==> config.mk <==
export PLATFORM = sky130hd
export DESIGN_NAME = fifo_ctrl
export DESIGN_NICKNAME = d
export VERILOG_FILES = /design/src/rtl/fifo_ctrl.sv
export SDC_FILE = /design/constraint.sdc
export NUM_CORES = 1
export LEC_CHECK = 0
export BUFFER_PORTS_ARGS = -buffer_cell sky130_fd_sc_hd__buf_2
export CORE_ASPECT_RATIO = 1.75
export CORE_MARGIN = 5
export CORE_UTILIZATION = 45
export CTS_CLUSTER_SIZE = 30
export DETAILED_ROUTE_END_ITERATION = 12
export GPL_TIMING_DRIVEN = 0
export PLACE_DENSITY = 0.63
export REMOVE_ABC_BUFFERS = 1
export SETUP_SLACK_MARGIN = 0.3
export SLEW_MARGIN = 20
export SYNTH_ARGS = -nofsm -noshare
export SYNTH_HDL_FRONTEND = slang
export SYNTH_SLANG_ARGS = --single-unit
==> constraint.sdc <==
create_clock -name clk -period 3.13 [get_ports clk]
set_input_delay 0.4695 -clock clk [delete_from_list [all_inputs] [get_ports clk]]
set_output_delay 0.4695 -clock clk [all_outputs]
set_load 0.03 [all_outputs]
==> src/rtl/fifo_ctrl.sv <==
// Registered control and storage core of a 32-entry FIFO: request decode, pointers, occupancy and read data.
// Optional build macro FIFO_DOUT_ZERO_EN: dout is cleared on every edge that is not a READ.
module fifo_ctrl #(
  parameter int DATA_WIDTH = 32
) (
  input  logic                  clk,
  input  logic                  reset,
  input  logic                  wr_en,
  input  logic                  rd_en,
  input  logic [DATA_WIDTH-1:0] din,
  output logic [DATA_WIDTH-1:0] dout,
  output logic [2:0]            state,
  output logic [5:0]            data_count
);

  typedef enum logic [2:0] {
    IDLE     = 3'b000,
    WRITE    = 3'b001,
    READ     = 3'b010,
    WR_ERROR = 3'b011,
    RD_ERROR = 3'b100
  } state_e;

  localparam logic [5:0] FULL_COUNT = 6'd32;

  logic [DATA_WIDTH-1:0] mem_q [32];
  logic [4:0]            head_q, head_d;
  logic [4:0]            tail_q, tail_d;
  logic [5:0]            count_q, count_d;
  logic [DATA_WIDTH-1:0] dout_q, dout_d;
  state_e                state_q, state_d;
  logic                  mem_we;

  // Next state depends only on this cycle's requests and occupancy; write wins over read.
  // NOTE: every signal gets a default before the case so no latch is inferred.
  always_comb begin
    state_d = IDLE;
    head_d  = head_q;
    tail_d  = tail_q;
    count_d = count_q;
    mem_we  = 1'b0;
`ifdef FIFO_DOUT_ZERO_EN
    dout_d  = '0;
`else
    dout_d  = dout_q;
`endif
    if (wr_en) begin
      if (count_q != FULL_COUNT) begin
        state_d = WRITE;
        mem_we  = 1'b1;
        tail_d  = tail_q + 5'd1;
        count_d = count_q + 6'd1;
      end else begin
        state_d = WR_ERROR;
      end
    end else if (rd_en) begin
      if (count_q != 6'd0) begin
        state_d = READ;
        dout_d  = mem_q[head_q];
        head_d  = head_q + 5'd1;
        count_d = count_q - 6'd1;
      end else begin
        state_d = RD_ERROR;
      end
    end
  end

  // NOTE: storage has no reset; after reset it is unreachable until rewritten.
  always_ff @(posedge clk) begin
    if (mem_we) mem_q[tail_q] <= din;
  end

  always_ff @(posedge clk or posedge reset) begin
    if (reset) begin
      state_q <= IDLE;
      head_q  <= '0;
      tail_q  <= '0;
      count_q <= '0;
      dout_q  <= '0;
    end else begin
      state_q <= state_d;
      head_q  <= head_d;
      tail_q  <= tail_d;
      count_q <= count_d;
      dout_q  <= dout_d;
    end
  end

  assign state      = state_q;
  assign data_count = count_q;
  assign dout       = dout_q;

endmodule

==> metrics.txt <==
via count=~20000; largest net degree at the start of global routing=49; crit path capture type=register; Synth Area per Inst=21.2 sq um; most common cell after layout, fill and taps aside=edfxtp_1; Final Instance Count excl. Fillers=3383; Max Slew Vio Count=0; CTS Sinks=1075; max-cap violations=0; CP startpoint kind=register; FMAX=359 MHz; final setup fails=0; PortBufs=76; WHS Endpoint=state[2]$_DFF_PP0_; EDFF count, synth=1024; CP Data Arrival Time=3200 ps; DRC errors left=0; Min Hold Slack=approximately 90 ps; Synth area leader=edfxtp_1; RSZ-0062 raised after global routing=false; first drt pass iteration count=5; Worst Tran Pin Value=787 ps; Die Y=409 microns; first-pass GRT wire length=147 mm; CTS root buffer=clkbuf_16; nets=2177; Hold Crit Class=input port to register; GP Congestion=0.712; Reg2Reg Depth=6; clock skew=34.2 ps; asr flop ratio synth=4.74%; initial antenna violation count=1; Post-synth top flop=edfxtp_1; cell area power density=~840 nW/um^2; Final HPWL DP=61.6 mm; CTS max path bufs=3; starting density of the core=45.3%; Final min period=2790 ps; vias in the first global route=~21000; setup slack at placement=-496 ps; cts bufs inserted=91; synth unique cells=a little over 40; Multi-input gate area=8740 sq um; CP Max Fanout=15; register area=between 30000 and 40000 sq um; row cnt=146; fraction of layout cells with a size suffix above 1=27.2%; Peak VDD IR=~0.55 mV; Final Hold Vio Count=0; Die W=roughly 240 microns; IO Count=just under 80; Area after DPL=44900 sq um; drt wl/cell=29.6 microns; Worst R2R Setup Slack=340 ps; total track usage=20.6%; core area=90400 sq um; FF-to-FF Start=data_count[1]$_DFFE_PP0P_; Mapped Area=41000 sq um; # placed instances=3173; DRT antenna net count=0; area delta synth->final=18.1%; clock latency on the worst-skew pair=690 ps; routed vias/inst=5.93; total global routing overflow=0; post-route cell area=48400 sq um; Synth top area share=between 70 and 80%; Rel. slew slack=around 47%; Synth area leaders=edfxtp_1 (75%), mux4_2 (10%), mux2i_1 (4.1%), dfrtp_1 (3.1%), a211oi_1 (1.1%); 1st-iter DRT viols=1681; critical path type=register to register; final worst setup slack=around 340 ps; Clk pin slew, worst setup/hold paths=60 ps; Final Util=53.5%; outcome=finished clean; hold_sp=rd_en; die area=a little under 100000 sq um; hold depth=2; most frequent cells in the layout=edfxtp_1 (1024), mux4_2 (190), mux2i_1 (167); Ys Warns=0; CTS tree=built; CP required=3550 ps; drt total wl=roughly 100 mm; sequential-to-total area share from yosys stat=78.2%; CTS H-tree lvls=3; # fillers=between 6000 and 7000; Final Cycle Share=between 80% and 90%; Leak=15.6 nW; Cells after Synth=1930; register bit total from synthesis=1075; diodes inserted=0; worst reg2reg path endpoint=mem_q[30][2]$_DFFE_PP_
-- registers in the layout, summed over array words and instances, names as in the netlist --
register    count
head_q          5
state           3
mem_q        1024
tail_q          5
dout           32
data_count      6
-- power breakdown --
group          switching, mW  total, mW  internal (mW)
clock network           5.06       11.3           6.22
registers              0.625       17.5           16.9
logic                   6.52       11.8           5.28
total                   12.2       40.6           28.4
-- worst max-delay path by stage --
stage                              end                      start  slack (ps)
2_1_floorplan     dout[13]$_DFFE_PP0P_      head_q[0]$_DFFE_PP0P_       -9530
6_report        mem_q[30][2]$_DFFE_PP_  data_count[1]$_DFFE_PP0P_         340
3_3_place_gp      dout[13]$_DFFE_PP0P_      head_q[1]$_DFFE_PP0P_      -19540
4_1_cts           dout[13]$_DFFE_PP0P_      head_q[3]$_DFFE_PP0P_         210
3_5_place_dp      dout[13]$_DFFE_PP0P_      head_q[1]$_DFFE_PP0P_        -500
5_1_grt        mem_q[30][29]$_DFFE_PP_  data_count[1]$_DFFE_PP0P_         280
-- worst max-delay path, cell delays in order, from the launching register on --
cell and delay (ps):
dfrtp_1 430, or4_4 580, o31a_2 460, nand2_2 430, nor2_4 200, buf_16 220, buf_12 180
-- repair_timing --
item,CTS,global route
buffers inserted,35,9
pin swaps,22,3
endpoints found under the hold margin,13,0
gates resized for setup,7,6
hold buffers,2,0
cloned,1,2
setup endpoints to repair,809,292
-- final cells by class --
cell class / instances / area share (%)
flip-flops and latches: 1075 / 66.2
multi-input cells: 736 / 18.1
repair buffers: 219 / 6.53
clock buffers: 112 / 5.04
well taps: 1184 / 3.06
clock inverters: 49 / 0.996
inverters: 8 / 0.0672
-- logic make-up after synthesis --
logic type / after synthesis / synth area share (%)
DFF: 1075 / 78.2
muxes: 358 / 14.6
AOI/OAI and AO/OA: 207 / 3.76
and+or+nand+nor: 147 / 1.57
buffers and inverters: 121 / 1.35
xor gates and xnor gates: 12 / 0.257
adders and majority gates: 10 / 0.324
-- stage by stage --
stage | total power, mW | TNS, ps
after CTS | 40.9 | 0
after global routing | 42.2 | 0
after global placement | 25.0 | -2907180
after floorplan | 23.5 | -333980
after detailed placement | 29.3 | -13450
final | 40.6 | 0
-- layer usage --
metal | track usage [%] | up-vias | share of wire [%]
met2 | 36.1 | 770 | 54
met1 | 25.5 | 10648 | 36
met4 | 8.83 | 0 | 4.2
met5 | 0 | - | 0
li1 | - | 8462 | -
met3 | 2.96 | 194 | 5.7
-- synth_stat cells, types with 5 or more instances --
| library cell | count |
|---|---|
| a211oi_1 | 62 |
| a21oi_1 | 8 |
| a22o_1 | 31 |
| buf_1 | 9 |
| buf_2 | 35 |
| buf_4 | 11 |
| clkbuf_1 | 56 |
| dfrtp_1 | 51 |
| edfxtp_1 | 1024 |
| ha_1 | 9 |
| inv_1 | 8 |
| mux2i_1 | 167 |
| mux4_2 | 190 |
| nand2_1 | 50 |
| nand3_1 | 5 |
| nand3b_1 | 6 |
| nor2_1 | 71 |
| o2111ai_1 | 31 |
| o21ai_0 | 6 |
| o22ai_1 | 62 |
| xnor2_1 | 10 |
Note: power is estimated with default switching activity, not from simulation.
